--- config.mk ---
export PLATFORM = sky130hd
export DESIGN_NAME = arp_scheduler
export DESIGN_NICKNAME = d
export VERILOG_FILES = /design/src/rtl/arp_pkg.sv /design/src/rtl/arp_next_sel.sv /design/src/rtl/arp_scheduler.sv
export SDC_FILE = /design/constraint.sdc
export NUM_CORES = 1
export LEC_CHECK = 0
export ABC_CLOCK_PERIOD_IN_PS = 4800
export BUFFER_PORTS_ARGS = -buffer_cell sky130_fd_sc_hd__buf_4
export CORE_MARGIN = 8
export CORE_UTILIZATION = 55
export DETAILED_ROUTE_END_ITERATION = 8
export PLACE_DENSITY_LB_ADDON = 0.12
export SYNTH_ARGS = -nofsm -noshare
export SYNTH_HDL_FRONTEND = slang
export SYNTH_HIERARCHICAL = 1
export SYNTH_SLANG_ARGS = --single-unit
--- constraint.sdc ---
create_clock -name CLK -period 4.8 [get_ports CLK]
set_input_delay 1.44 -clock CLK [delete_from_list [all_inputs] [get_ports CLK]]
set_output_delay 1.44 -clock CLK [all_outputs]
set_load 0.05 [all_outputs]
--- src/rtl/arp_pkg.sv ---
// arp_pkg: shared types and sizing for the arpeggiator scheduler.
package arp_pkg;
  localparam int NUM_VOICES = 8;
  localparam int IDX_W = $clog2(NUM_VOICES);
  typedef enum logic [1:0] {IDLE, GAP, PLAY} state_e;
  typedef enum logic {UP, DOWN} dir_e;
endpackage

--- src/rtl/arp_next_sel.sv ---
// arp_next_sel: picks the next held voice after cur, in ascending-wrap or ping-pong order.
module arp_next_sel
  import arp_pkg::*;
#(
  parameter int NV = arp_pkg::NUM_VOICES,
  parameter int IW = $clog2(NV)
) (
  input  logic [NV-1:0] held_i,
  input  logic [IW-1:0] cur_i,
  input  dir_e          dir_i,
  input  logic          pingpong_i,
  output logic [IW-1:0] nxt_o,
  output dir_e          dir_o,
  output logic          found_o
);
  logic [IW-1:0] up_idx, dn_idx, lo_idx, fwd_idx, bwd_idx;
  logic          up_ok, dn_ok, fwd_ok, bwd_ok;
  always_comb begin
    up_idx = '0;
    up_ok  = 1'b0;
    dn_idx = '0;
    dn_ok  = 1'b0;
    lo_idx = '0;
    for (int i = NV - 1; i >= 0; i--) begin
      if (held_i[i] && IW'(i) > cur_i) begin
        up_idx = IW'(i);
        up_ok  = 1'b1;
      end
      if (held_i[i]) lo_idx = IW'(i);
    end
    for (int i = 0; i < NV; i++) begin
      if (held_i[i] && IW'(i) < cur_i) begin
        dn_idx = IW'(i);
        dn_ok  = 1'b1;
      end
    end
    fwd_ok  = dir_i == UP ? up_ok : dn_ok;
    fwd_idx = dir_i == UP ? up_idx : dn_idx;
    bwd_ok  = dir_i == UP ? dn_ok : up_ok;
    bwd_idx = dir_i == UP ? dn_idx : up_idx;
    found_o = |held_i;
    // With no other held key the current index repeats and direction is kept.
    nxt_o = !pingpong_i ? (up_ok ? up_idx : lo_idx) :
            fwd_ok ? fwd_idx : bwd_ok ? bwd_idx : cur_i;
    dir_o = !pingpong_i ? UP :
            (!fwd_ok && bwd_ok) ? (dir_i == UP ? DOWN : UP) : dir_i;
  end
endmodule

--- src/rtl/arp_scheduler.sv ---
// arp_scheduler: passes held keys through, or arpeggiates them one voice at a time
// with a one-cycle gate gap at every step so envelopes retrigger.
module arp_scheduler
  import arp_pkg::*;
#(
  parameter int NUM_VOICES = arp_pkg::NUM_VOICES,
  parameter int TICK_DIV   = 50000,
  parameter int IW         = $clog2(NUM_VOICES)
) (
  input  logic                  CLK,
  input  logic                  RESET,
  input  logic                  ARP_EN,
  input  logic [15:0]           ARP_TIME,
  input  logic                  PINGPONGEN,
  input  logic [NUM_VOICES-1:0] KEY_IN,
  output logic [NUM_VOICES-1:0] KEY_OUT,
  output logic [IW-1:0]         STEP_IDX,
  output logic                  STEP_STROBE,
  output logic                  ARP_ACTIVE
);
  localparam int PW = TICK_DIV > 1 ? $clog2(TICK_DIV) : 1;
  state_e                state_q, state_d;
  dir_e                  dir_q, dir_d, sel_dir;
  logic [IW-1:0]         cur_q, cur_d, sel_nxt, lo_idx;
  logic                  sel_found, tick, advance;
  logic [PW-1:0]         presc_q, presc_d;
  logic [15:0]           cnt_q, cnt_d, step_lim;
  logic [NUM_VOICES-1:0] key_q, key_d;
  logic [IW-1:0]         idx_q, idx_d;
  logic                  stb_q, stb_d, act_q, act_d;
  arp_next_sel #(.NV(NUM_VOICES), .IW(IW)) u_sel (
    .held_i    (KEY_IN),
    .cur_i     (cur_q),
    .dir_i     (dir_q),
    .pingpong_i(PINGPONGEN),
    .nxt_o     (sel_nxt),
    .dir_o     (sel_dir),
    .found_o   (sel_found)
  );
  always_comb begin
    lo_idx = '0;
    for (int i = NUM_VOICES - 1; i >= 0; i--) if (KEY_IN[i]) lo_idx = IW'(i);
    step_lim = ARP_TIME == 16'd0 ? 16'd1 : ARP_TIME;
    tick     = state_q == PLAY && presc_q == PW'(TICK_DIV - 1);
    // Compare against the live limit so a lowered ARP_TIME ends the step on the next tick.
    advance  = tick && (17'(cnt_q) + 17'd1 >= 17'(step_lim));
    presc_d  = (state_q != PLAY || tick) ? '0 : presc_q + 1'b1;
    cnt_d    = state_q != PLAY ? '0 : cnt_q + 16'(tick);
    state_d  = state_q;
    cur_d    = cur_q;
    dir_d    = dir_q;
    case (state_q)
      IDLE: if (ARP_EN && |KEY_IN) begin
        state_d = GAP;
        cur_d   = lo_idx;
        dir_d   = UP;
      end
      GAP: state_d = (ARP_EN && |KEY_IN) ? PLAY : IDLE;
      PLAY: if (!ARP_EN || !sel_found) state_d = IDLE;
        else if (!KEY_IN[cur_q] || advance) begin
          state_d = GAP;
          cur_d   = sel_nxt;
          dir_d   = sel_dir;
        end
      default: state_d = IDLE;
    endcase
    if (!PINGPONGEN) dir_d = UP;
    key_d = state_d == PLAY ? NUM_VOICES'(1) << cur_d : state_d == GAP ? '0 : KEY_IN;
    idx_d = state_d == PLAY ? cur_d : idx_q;
    stb_d = state_d == PLAY && state_q != PLAY;
    act_d = state_d != IDLE;
  end
  always_ff @(posedge CLK or posedge RESET) begin
    if (RESET) begin
      state_q <= IDLE;
      dir_q   <= UP;
      cur_q   <= '0;
      presc_q <= '0;
      cnt_q   <= '0;
      key_q   <= '0;
      idx_q   <= '0;
      stb_q   <= 1'b0;
      act_q   <= 1'b0;
    end else begin
      state_q <= state_d;
      dir_q   <= dir_d;
      cur_q   <= cur_d;
      presc_q <= presc_d;
      cnt_q   <= cnt_d;
      key_q   <= key_d;
      idx_q   <= idx_d;
      stb_q   <= stb_d;
      act_q   <= act_d;
    end
  end
  assign KEY_OUT     = key_q;
  assign STEP_IDX    = idx_q;
  assign STEP_STROBE = stb_q;
  assign ARP_ACTIVE  = act_q;
endmodule

Word-level counts from Yosys, hierarchy flattened. Cells that the tools add are included.

Register bits after elaboration: 51. Input bits: 28. Word-level logic and storage cells: 145.

Reductions and logical operators: 33. Add/subtract/negate cells: 3. Eq/ne operators: 11. Shifts and indexed selects: 1. Muxes and demuxes: 70. Magnitude comparators: 18.

Operators by type and width (count): two-way mux 3 bit (29); two-way mux 16 bit (3); two-way mux 1 bit (26); logical AND 1 bit (21); adder 16 x 1 -> 17 bit (second input constant) (1); greater-or-equal comparator 17 x 16 -> 1 bit (1); adder 16 x 1 -> 16 bit (1); adder 16 x 1 -> 16 bit (second input constant) (1); equality test 16 bit (second input constant) (1); logical NOT 16 bit (1); two-way mux 8 bit (2); greater-than comparator 3 bit (first input constant) (4); less-than comparator 3 bit (first input constant) (4); two-way mux 2 bit (6); OR reduction 8 bit (1); left shift 1 x 3 -> 8 bit (first input constant) (1); greater-than comparator 1 x 3 -> 1 bit (first input constant) (2); greater-than comparator 2 x 3 -> 1 bit (first input constant) (2); less-than comparator 1 x 3 -> 1 bit (first input constant) (2); less-than comparator 2 x 3 -> 1 bit (first input constant) (2); inequality test 3 x 2 -> 1 bit (second input constant) (2); inequality test 3 bit (second input constant) (2); one-hot mux 2 bit (3 select lines) (1); one-hot mux 3 bit (2 select lines) (1); 12 further kinds (19).

Longest topological paths before layout. Gate-level depths: netlist of run 1.

Word-level depth: 19. Gate-level depth with buffers: 17. Gate-level depth less buffers: 16.

Modules after synthesis. The synthesis of run 1 kept the hierarchy.

Modules (own cells, without submodules): arp_scheduler (cells an instance 349, instances 1, area each 3235.6 µm²); arp_next_sel (cells an instance 86, instances 1, area each 529.3 µm²).

Least setup slack after synthesis of run 1. No wires, ideal clock.

Kind: in2reg. Start point: input port ARP_TIME[8]. End point: register idx_q[1], in the netlist STEP_IDX[1]. Stages on the path: 11. Slack: 0.981 ns. Buffers on the path: 0. Required time: 4.675 ns. Setup time: 0.125 ns. Data arrival time: 3.694 ns. Path through: nor4_1 -> a41o_1 -> ha_1 -> inv_1 -> nor2_1 -> a311oi_1 -> nand2_1 -> a21o_1 -> o41a_2 -> inv_2 -> mux2_2.

Cells in the longest elaborated chain, start to end: 9. Elaborated cells between the ends (all ways): 12.

RTL lines: from (decl) (RTL line arp_scheduler.sv:13) `input logic [15:0] ARP_TIME,`; logical NOT 16 bit (RTL line arp_scheduler.sv:43) `step_lim = ARP_TIME == 16'd0 ? 16'd1 : ARP_TIME;`; two-way mux 16 bit * (RTL line arp_scheduler.sv:43); greater-or-equal comparator 17 x 16 -> 1 bit * (RTL line arp_scheduler.sv:46) `advance = tick && (17'(cnt_q) + 17'd1 >= 17'(step_lim));`; logical AND 1 bit * (RTL line arp_scheduler.sv:46); logical OR 1 bit * (RTL line arp_scheduler.sv:60) `else if (!KEY_IN[cur_q] || advance) begin`; two-way mux 2 bit * (RTL line arp_scheduler.sv:60); two-way mux 2 bit * (RTL line arp_scheduler.sv:59) `PLAY: if (!ARP_EN || !sel_found) state_d = IDLE;`; one-hot mux 2 bit (3 select lines) * (RTL line arp_scheduler.sv:52) `case (state_q)`; named net state_d[1] (RTL line arp_scheduler.sv:22) `state_e state_q, state_d;`; equality test 2 bit * (RTL line arp_scheduler.sv:69) `idx_d = state_d == PLAY ? cur_d : idx_q;`; to (signal assigned) (RTL line arp_scheduler.sv:91) `idx_q <= idx_d;`; to (decl) (RTL line arp_scheduler.sv:29) `logic [IW-1:0] idx_q, idx_d;`.

Mark *: on every way through the listed nets, which the timed path passes. The rest lies on a longest branch. A chain may end at the register's enable or synchronous reset.

Final worst setup path of run 1.
Start point: input port ARP_TIME[1]. End point: register key_q[7], in the netlist KEY_OUT[7].

Cells in the longest elaborated chain, start to end: 11. Elaborated cells between the ends (all ways): 16.

RTL lines: logical NOT 16 bit (RTL line arp_scheduler.sv:43); two-way mux 16 bit * (RTL line arp_scheduler.sv:43); greater-or-equal comparator 17 x 16 -> 1 bit * (RTL line arp_scheduler.sv:46); logical AND 1 bit * (RTL line arp_scheduler.sv:46); logical OR 1 bit * (RTL line arp_scheduler.sv:60); two-way mux 2 bit (RTL line arp_scheduler.sv:60); two-way mux 2 bit (RTL line arp_scheduler.sv:59); one-hot mux 2 bit (3 select lines) (RTL line arp_scheduler.sv:52); equality test 2 x 1 -> 1 bit (RTL line arp_scheduler.sv:68) `key_d = state_d == PLAY ? NUM_VOICES'(1) << cur_d : state_d == GAP ? '0 : KEY_IN;`; two-way mux 8 bit (RTL line arp_scheduler.sv:68); two-way mux 8 bit * (RTL line arp_scheduler.sv:68); named net key_d[7] (RTL line arp_scheduler.sv:28) `logic [NUM_VOICES-1:0] key_q, key_d;`; to (signal assigned) (RTL line arp_scheduler.sv:90) `key_q <= key_d;`; to (decl) (RTL line arp_scheduler.sv:28).

Marks and branches as above.

==> flow_metrics.env, run 1 <==
export IMPL_path_cells="buf_4 > nor4_1 > a41o_1 > ha_1 > inv_1 > nor2_1 > a311oi_1 > a2111oi_2 > or2_2 > o211ai_1 > a31oi_1 > a32o_1"
export IMPL_synth_edf_count=0
export IMPL_path_max_fanout=5
export IMPL_layout_drive_gt1_share_pct=18.1
export IMPL_grt_pass1_wl_mm=14.9
export IMPL_cts_resized=0
export IMPL_cts_made_buffers=5
export IMPL_htree_levels=2
export IMPL_synth_area_um2=3760
export IMPL_startpoint_type="input port"
export IMPL_clockRootBuffer="clkbuf_8"
export IMPL_via_per_inst=5.93
export IMPL_drt_iter0_markers=145
export IMPL_start_util_pct=56.0
export IMPL_hold_violations=0
export IMPL_syn_area_per_cell_um2=8.65
export IMPL_antennaDiodeCount=0
export IMPL_grt_max_degree=52
export IMPL_fmax_ghz=0.247
export IMPL_grtUsageTotal_pct=18.0
export IMPL_fillCellCount=594
export IMPL_fin_skew_ns=0.0153
export IMPL_period_share_pct=84.4
export IMPL_fp_dieArea_um2=9750
export IMPL_critical_path_slowest_cell="a311oi_1"
export IMPL_max_cap_viol_count=0
export IMPL_finalPower_w=0.00176
export IMPL_die_x_um=98.7
export IMPL_rsz0062_at_grt="no"
export IMPL_grt_pass1_vias=3298
export IMPL_cellLeakagePower_nw=1.94
export IMPL_slew_headroom_pct=29.9
export IMPL_die_h_um=98.7
export IMPL_ys_seq_area_share_pct=33.9
export IMPL_synth_seq_cells=51
export IMPL_layout_commonest_cell="nor2_1"
export IMPL_synthCells=435
export IMPL_maxSlewViolCount=0
export IMPL_slowest_delay_ns=0.45
export IMPL_io_pins=41
export IMPL_post_drt_wl_per_cell_um=15.7
export IMPL_multi_input_area_um2=2300
export IMPL_nets=517
export IMPL_critPathKind="input port to flip-flop"
export IMPL_core_um2=6720
export IMPL_path_buf_inv=2
export IMPL_tightest_slew_ns=1.05
export IMPL_synthDistinctLibCells=79
export IMPL_cts_setup_buffers=0
export IMPL_mostFrequentLayoutCells="nor2_1, dfrtp_1, buf_4, nand2_1, inv_1"
export IMPL_hp_class="flip-flop to flip-flop"
export IMPL_drt_wl_total_mm=8.66
export IMPL_final_seq_area_um2=1280
export IMPL_route_detailed_drc=0
export IMPL_portBuffers=40
export IMPL_cts_tree="yes"
export IMPL_firstDrtPassIters=4
export IMPL_cp_arrival_ns=4.25
export IMPL_syn_num_nets=483
export IMPL_powerDensity_nw_per_um2=420
export IMPL_yosys_warnings=6
export IMPL_clock_latency_ns=0.31
export IMPL_synth_async_reset_ratio_pct=100
export IMPL_setup_viol=0
export IMPL_synth_flop_cell="dfrtp_1"
export IMPL_finalSetupTns_ns=0
export IMPL_routed_via_count=3259
export IMPL_clk_path_buf_depth=2
export IMPL_cts_sinks=51
export IMPL_antenna_found_initial=0
export IMPL_cp_end_kind="flip-flop"
export IMPL_hpwl_mm=6.42
export IMPL_vdd_drop_max_mv=0.508
export IMPL_cts_clk_slew_worst_paths_ns=0.11
export IMPL_num_rows=30
export IMPL_hold_buffers=0
export IMPL_overflow=0
export IMPL_path_delay_family="compound AO/OA/AOI/OAI gates"
export IMPL_antenna_left=0
export IMPL_area_growth_pct=11.4
export IMPL_gp_congestion=0.915
export IMPL_critPathRequiredTime_ns=5.00
export IMPL_status="finished, final reports clean"
export IMPL_period_needed_ns=4.05
-- cell usage after synthesis (2+ instances only) --
master / instances / area [um2]
a21boi_0: 3 / 22.5
a21o_1: 3 / 22.5
a21oi_1: 22 / 110
a31oi_1: 4 / 25.0
a32o_1: 4 / 40.0
and2_1: 4 / 25.0
and2_4: 2 / 17.5
and3_1: 10 / 62.6
and3_2: 3 / 22.5
buf_2: 2 / 10.0
buf_4: 2 / 15.0
clkbuf_1: 7 / 26.3
dfrtp_1: 51 / 1280
ha_1: 20 / 250
inv_1: 28 / 105
inv_2: 2 / 7.51
mux2_2: 2 / 22.5
mux4_2: 2 / 45.0
nand2_1: 37 / 139
nand2b_1: 5 / 31.3
nand3_1: 22 / 110
nand4_1: 9 / 56.3
nor2_1: 55 / 206
nor2_2: 3 / 18.8
nor2b_1: 5 / 31.3
nor3_1: 7 / 35.0
nor4_1: 5 / 31.3
o2111ai_1: 3 / 26.3
o211ai_1: 2 / 15.0
o21ai_0: 14 / 70.1
o21ai_2: 2 / 17.5
o21bai_1: 4 / 30.0
o22ai_1: 2 / 12.5
o31ai_1: 3 / 22.5
o32ai_1: 3 / 26.3
or3_1: 4 / 25.0
xnor2_1: 16 / 140
xor2_1: 22 / 193
-- cell families after synthesis --
logic type                 count (synthesis)  synth area share, %
AOI/OAI and AO/OA                         94                 18.9
xor gates and xnor gates                  38                 8.84
adders and majority gates                 20                 6.65
buffers and inverters                     44                 4.95
DFF                                       51                 33.9
muxes                                      5                 2.06
and+or+nand+nor                          183                 24.7
-- through the flow --
| step | worst slack (ns) | cell area [um2] | cells | hold WS (ns) | util (%) |
|---|---|---|---|---|---|
| after floorplan | 0.981 | 3760 | 435 | 0.425 | - |
| after global placement | 0.473 | 4100 | 542 | 0.445 | 61.0 |
| after detailed placement | 0.447 | 4100 | 542 | 0.445 | 61.0 |
| after CTS | 0.784 | 4190 | 550 | 0.460 | 62.4 |
| after global routing | 0.497 | 4190 | 550 | 0.497 | 62.4 |
| final | 0.750 | 4190 | 550 | 0.454 | 62.4 |
-- per-layer routing --
layer | vias to the layer above | track usage [%] | part of all wire (%)
met5 | - | 0 | 0
met4 | 0 | 5.19 | 1.1
met3 | 9 | 3.88 | 4.9
met2 | 75 | 30.6 | 48
met1 | 1551 | 22.4 | 46
li1 | 1624 | - | -
-- power breakdown --
group	switching [W]	leakage, nW	internal [W]
Sequential	0.000109	0.686	0.000503
Clock	0.000156	0.0463	0.000107
Combinational	0.000571	1.20	0.000315
-- state kept, by name, indices dropped and copies added, names as in the netlist --
| register | cells |
|---|---|
| cnt_q | 16 |
| presc_q | 16 |
| KEY_OUT | 8 |
| STEP_IDX | 3 |
| cur_q | 3 |
| state_q | 2 |
| ARP_ACTIVE | 1 |
| STEP_STROBE | 1 |
| dir_q | 1 |
-- path summary, 6_finish.rpt --
path | from | to | slack (ns) | depth (start not counted)
hold reg to reg | presc_q[0] | presc_q[0] | 0.45 | 1
min in group asynchronous | RESET | presc_q[8] | 1.38 | 2
setup reg to reg | cnt_q[0] | KEY_OUT[7] | 0.77 | 14
max in group asynchronous | RESET | cnt_q[12] | 2.75 | 2
setup / recovery | ARP_TIME[1] | KEY_OUT[7] | 0.75 | 12
hold / removal | presc_q[0] | presc_q[0] | 0.45 | 1
-- cell type report --
cell class | instances | area share, %
clock buffer | 5 | 1.64
clock inverter | 3 | 0.656
inverter | 31 | 2.83
multi-input combinational | 340 | 54.9
sequential | 51 | 30.4
tap | 80 | 2.39
timing repair buffer | 40 | 7.16
Note: power is estimated with default switching activity, not from simulation.
==> run 2, diff against run 1 <==
--- a/config.mk
+++ b/config.mk
@@ -5,7 +5,7 @@
 export SDC_FILE = /design/constraint.sdc
 export NUM_CORES = 1
 export LEC_CHECK = 0
-export ABC_CLOCK_PERIOD_IN_PS = 4800
+export ABC_CLOCK_PERIOD_IN_PS = 4000
 export BUFFER_PORTS_ARGS = -buffer_cell sky130_fd_sc_hd__buf_4
 export CORE_MARGIN = 8
 export CORE_UTILIZATION = 55
==> constraint.sdc (replaced) <==
create_clock -name CLK -period 4 [get_ports CLK]
set_input_delay 1.2 -clock CLK [delete_from_list [all_inputs] [get_ports CLK]]
set_output_delay 1.2 -clock CLK [all_outputs]
set_load 0.05 [all_outputs]
==> run 2 against run 1 <==
Net effect:
- first-iteration DRC count is 10% higher
- worst hold slack better by 0.0060 ns
- non-clock buffer count is 9 higher
- clock power is 25% higher
- design area is 1.9% higher
- sequential power is 19% higher
- clock skew is 0.0044 ns lower
- sequential share of layout area is 0.57 points lower
- utilization is 1.2 points higher
- flip-flop and latch count stayed put
- worst setup slack worse by 0.48 ns
- combinational power is 22% higher
- highest routed layer unchanged
==> flow_metrics.env, run 2 (same netlist as run 1, synthesis figures left out) <==
export IMPL_hold_violations=0
export IMPL_tightest_slew_ns=1.04
export IMPL_gp_congestion=0.870
export IMPL_dp_slack_ns=-0.0709
export IMPL_critPathKind="flip-flop to flip-flop"
export IMPL_drt_wl_total_mm=8.62
export IMPL_period_share_pct=93.3
export IMPL_fp_dieArea_um2=9750
export IMPL_route_detailed_drc=0
export IMPL_cts_clk_slew_worst_paths_ns=0.11
export IMPL_path_max_fanout=8
export IMPL_vdd_drop_max_mv=0.473
export IMPL_grt_pass1_vias=3240
export IMPL_clk_path_buf_depth=2
export IMPL_antennaDiodeCount=0
export IMPL_critPathRequiredTime_ns=4.26
export IMPL_hp_class="flip-flop to flip-flop"
export IMPL_mostFrequentLayoutCells="nor2_1, dfrtp_1, buf_4, nand2_1, inv_1"
export IMPL_clock_latency_ns=0.31
export IMPL_max_cap_viol_count=0
export IMPL_post_drt_wl_per_cell_um=15.4
export IMPL_path_cells="and3_2 > and3_4 > and2_4 > nand2_1 > nor2_1 > xor2_1 > ha_1 > nand3_1 > nor2_1 > a311oi_2 > nand2_1 > a21o_1 > o41a_2 > inv_2 > and4_1 > a32o_1"
export IMPL_die_x_um=98.7
export IMPL_status="finished, final reports clean"
export IMPL_cts_made_buffers=5
export IMPL_slowest_delay_ns=0.53
export IMPL_rsz0062_at_grt="no"
export IMPL_drt_iter0_markers=160
export IMPL_maxSlewViolCount=0
export IMPL_layout_drive_gt1_share_pct=19.8
export IMPL_setup_viol=0
export IMPL_cts_sinks=51
export IMPL_ff2ff_setup_slack_ns=0.27
export IMPL_slew_headroom_pct=30.8
export IMPL_cp_arrival_ns=3.99
export IMPL_die_h_um=98.7
export IMPL_fin_skew_ns=0.0110
export IMPL_num_rows=30
export IMPL_cp_end_kind="flip-flop"
export IMPL_nets=526
export IMPL_antenna_left=0
export IMPL_firstDrtPassIters=4
export IMPL_portBuffers=40
export IMPL_core_um2=6720
export IMPL_layout_commonest_cell="nor2_1"
export IMPL_hpwl_mm=6.42
export IMPL_overflow=0
export IMPL_fin_cells=559
export IMPL_area_growth_pct=13.5
export IMPL_grt_max_degree=52
export IMPL_powerDensity_nw_per_um2=501
export IMPL_clockRootBuffer="clkbuf_8"
export IMPL_fmax_ghz=0.268
export IMPL_timing_final_ws_setup_ns=0.268
export IMPL_io_pins=41
export IMPL_path_delay_family="simple AND/OR/NAND/NOR gates"
export IMPL_hold_buffers=0
export IMPL_cts_tree="yes"
export IMPL_path_buf_inv=1
export IMPL_via_per_inst=5.84
export IMPL_grtUsageTotal_pct=18.3
export IMPL_critical_path_slowest_cell="dfrtp_1"
export IMPL_period_needed_ns=3.73
export IMPL_antenna_found_initial=0
export IMPL_post_place_cells=548
export IMPL_htree_levels=2
export IMPL_start_util_pct=56.0
export IMPL_cellLeakagePower_nw=1.99
export IMPL_startpoint_type="flip-flop"
export IMPL_routed_via_count=3266
export IMPL_grt_pass1_wl_mm=15.1
run 2: what timing repair did:
item / CTS / global route
gates resized for setup: 0 / 1
endpoints found under the setup margin: 0 / 11
buffers inserted: 0 / 3
run 2: layout make-up:
class,count,area [um2]
Sequential cell,51,1280
Clock buffer,5,68.8
Clock inverter,3,33.8
Fill cell,574,2440
Inverter,31,119
Timing Repair Buffer,49,368
Tap cell,80,100
Multi-Input combinational cell,340,2310
run 2: path summary, 6_finish.rpt:
check	start	end	cells past startpoint
max	cnt_q[8]	KEY_OUT[2]	16
min	presc_q[0]	presc_q[0]	1
max reg2reg	cnt_q[8]	KEY_OUT[2]	16
min reg2reg	presc_q[0]	presc_q[0]	1
max in group asynchronous	RESET	cnt_q[12]	2
min in group asynchronous	RESET	ARP_ACTIVE	2
run 2: per-layer routing:
layer  track usage [%]  vias up  part of all wire, %
met5                 0        -                    0
met4              5.19        0                  1.5
met3              4.02       14                  5.3
met2              30.2       84                   47
met1              23.2     1532                   46
li1                  -     1636                    -
run 2: metrics by stage:
| step | utilization, % | hold WS, ns | power (W) | instance area, um2 | setup TNS (ns) |
|---|---|---|---|---|---|
| after floorplan | - | 0.425 | 0.00154 | 3760 | 0 |
| after CTS | 63.2 | 0.462 | 0.00216 | 4250 | 0 |
| after global routing | 63.6 | 0.495 | 0.00229 | 4270 | 0 |
| after global placement | 61.7 | 0.444 | 0.00182 | 4140 | -0.141 |
| after detailed placement | 61.7 | 0.447 | 0.00182 | 4140 | -0.513 |
| final | 63.6 | 0.460 | 0.00214 | 4270 | 0 |
run 2: power by group:
group          leakage [nW]  total (W)  internal [W]  switching, W
clock network        0.0519   0.000329      0.000133      0.000196
registers             0.686   0.000731      0.000604      0.000127
logic                  1.25    0.00108      0.000399      0.000683
total                  1.99    0.00214       0.00114       0.00101
==> run 3, diff against run 2 <==
--- a/config.mk
+++ b/config.mk
@@ -7,10 +7,12 @@
 export LEC_CHECK = 0
 export ABC_CLOCK_PERIOD_IN_PS = 4000
 export BUFFER_PORTS_ARGS = -buffer_cell sky130_fd_sc_hd__buf_4
-export CORE_MARGIN = 8
+export CORE_MARGIN = 1.5
 export CORE_UTILIZATION = 55
 export DETAILED_ROUTE_END_ITERATION = 8
+export MAX_ROUTING_LAYER = met4
 export PLACE_DENSITY_LB_ADDON = 0.12
+export SKIP_CTS_REPAIR_TIMING = 1
 export SYNTH_ARGS = -nofsm -noshare
 export SYNTH_HDL_FRONTEND = slang
 export SYNTH_HIERARCHICAL = 1
==> run 3 against run 2 <==
Net effect:
- clock power shrank 10%
- via count grew 1.7%
- register-to-register slack gained 0.05 ns
- critical path type unchanged
- largest power group unchanged
==> flow_metrics.env, run 3 (same netlist as run 1, synthesis figures left out) <==
export IMPL_drt_wl_total_mm=8.36
export IMPL_layout_commonest_cell="nor2_1"
export IMPL_slowest_delay_ns=0.52
export IMPL_cts_tree="yes"
export IMPL_fin_skew_ns=0.0123
export IMPL_die_x_um=85.7
export IMPL_path_cells="ha_1 > nand3_4 > nor3_4 > and3_2 > xor2_1 > ha_1 > nand2_1 > nor2_1 > a311oi_2 > nand2_1 > a21o_1 > o41a_2 > inv_2 > and4_1 > a32o_1"
export IMPL_grt_pass1_vias=3101
export IMPL_period_share_pct=92.1
export IMPL_cts_sinks=51
export IMPL_antenna_left=0
export IMPL_powerDensity_nw_per_um2=501
export IMPL_path_max_fanout=8
export IMPL_hpwl_mm=6.29
export IMPL_nets=524
export IMPL_die_h_um=85.7
export IMPL_dpl_cell_area_um2=4150
export IMPL_fmax_ghz=0.271
export IMPL_portBuffers=40
export IMPL_cp_end_kind="flip-flop"
export IMPL_start_util_pct=58.0
export IMPL_fp_dieArea_um2=7350
export IMPL_area_growth_pct=12.7
export IMPL_drt_iter0_markers=224
export IMPL_startpoint_type="flip-flop"
export IMPL_layout_drive_gt1_share_pct=19.5
export IMPL_critPathRequiredTime_ns=4.25
export IMPL_clockRootBuffer="clkbuf_8"
export IMPL_io_pins=41
export IMPL_tightest_slew_ns=1.02
export IMPL_mostFrequentLayoutCells="nor2_1, dfrtp_1, buf_4, nand2_1, inv_1"
export IMPL_antenna_found_initial=0
export IMPL_grt_pass1_wl_mm=14.6
export IMPL_cp_arrival_ns=3.93
export IMPL_finalSetupTns_ns=0
export IMPL_post_drt_wl_per_cell_um=15.1
export IMPL_htree_levels=2
export IMPL_hp_class="flip-flop to flip-flop"
export IMPL_setup_viol=0
export IMPL_cellLeakagePower_nw=1.97
export IMPL_routed_via_count=3323
export IMPL_hold_violations=0
export IMPL_cts_clk_slew_worst_paths_ns=0.09
export IMPL_antennaDiodeCount=0
export IMPL_slew_headroom_pct=32.1
export IMPL_overflow=0
export IMPL_clk_path_buf_depth=2
export IMPL_max_cap_viol_count=0
export IMPL_clock_latency_ns=0.31
export IMPL_grt_max_degree=52
export IMPL_maxSlewViolCount=0
export IMPL_gp_congestion=0.919
export IMPL_vdd_drop_max_mv=0.649
export IMPL_critical_path_slowest_cell="o41a_2"
export IMPL_num_rows=29
export IMPL_firstDrtPassIters=5
export IMPL_period_needed_ns=3.69
export IMPL_cts_made_buffers=5
export IMPL_status="finished, final reports clean"
export IMPL_core_um2=6490
export IMPL_critPathKind="flip-flop to flip-flop"
export IMPL_via_per_inst=6.00
export IMPL_route_detailed_drc=0
export IMPL_rsz0062_at_grt="no"
export IMPL_grtUsageTotal_pct=25.2
export IMPL_final_cell_area_um2=4240
[run 3: cell count changes in the layout (fill, tap and decap cells not counted), sizes merged]
cell / delta
inv: -1
clkinv: +1
buf: -2
[run 3: area by class of cell]
type	count	area, um2
timing repair buffer	47	353
multi-input combinational	340	2310
fill	542	2250
tap	77	96.3
clock inverter	3	22.5
clock buffer	5	68.8
inverter	31	119
sequential	51	1280
[run 3: worst max-delay path, delay by kind of cell (launching register included)]
kind / cells / cell delay, ns
AOI/OAI and AO/OA: 4 / 1.24
and+or+nand+nor: 7 / 1.14
adders and majority gates: 2 / 0.52
DFF: 1 / 0.44
xor gates and xnor gates: 1 / 0.16
buffers and inverters: 1 / 0.12
[run 3: report_power, final]
part / internal [W] / switching (W) / total [W]
Clock: 0.000125 / 0.000170 / 0.000296
Combinational: 0.000399 / 0.000688 / 0.00109
Sequential: 0.000605 / 0.000140 / 0.000745
[run 3: path summary, 6_finish.rpt]
path	startpoint	endpoint	slack, ns	depth (start not counted)
max in group asynchronous	RESET	cnt_q[14]	2.23	2
worst min register to register	presc_q[0]	presc_q[0]	0.47	1
min in group asynchronous	RESET	presc_q[9]	1.13	2
worst max-delay path	cnt_q[0]	KEY_OUT[3]	0.31	15
worst min-delay path	presc_q[0]	presc_q[0]	0.47	1
worst max register to register	cnt_q[0]	KEY_OUT[3]	0.31	15
[run 3: layer usage]
| metal | GRT usage, % | up-vias | wire, um | share of wire (%) |
|---|---|---|---|---|
| met3 | 2.69 | 8 | 440 | 5.3 |
| li1 | - | 1636 | - | - |
| met1 | 34.9 | 1568 | 3860 | 46 |
| met5 | - | - | 0 | 0 |
| met2 | 39.7 | 111 | 3960 | 47 |
| met4 | 6.89 | 0 | 95 | 1.1 |
[run 3: per-stage QoR]
stage                     utilization (%)  setup WS [ns]  hold slack (ns)  total power [W]  instances
after floorplan                         -          0.421            0.425          0.00154        435
after global placement               63.8         0.0586            0.446          0.00182        546
after detailed placement             63.8         0.0212            0.457          0.00183        546
after CTS                            65.2          0.132            0.471          0.00213        554
after global routing                 65.3         0.0236            0.485          0.00226        554
final                                65.3          0.314            0.467          0.00213        554
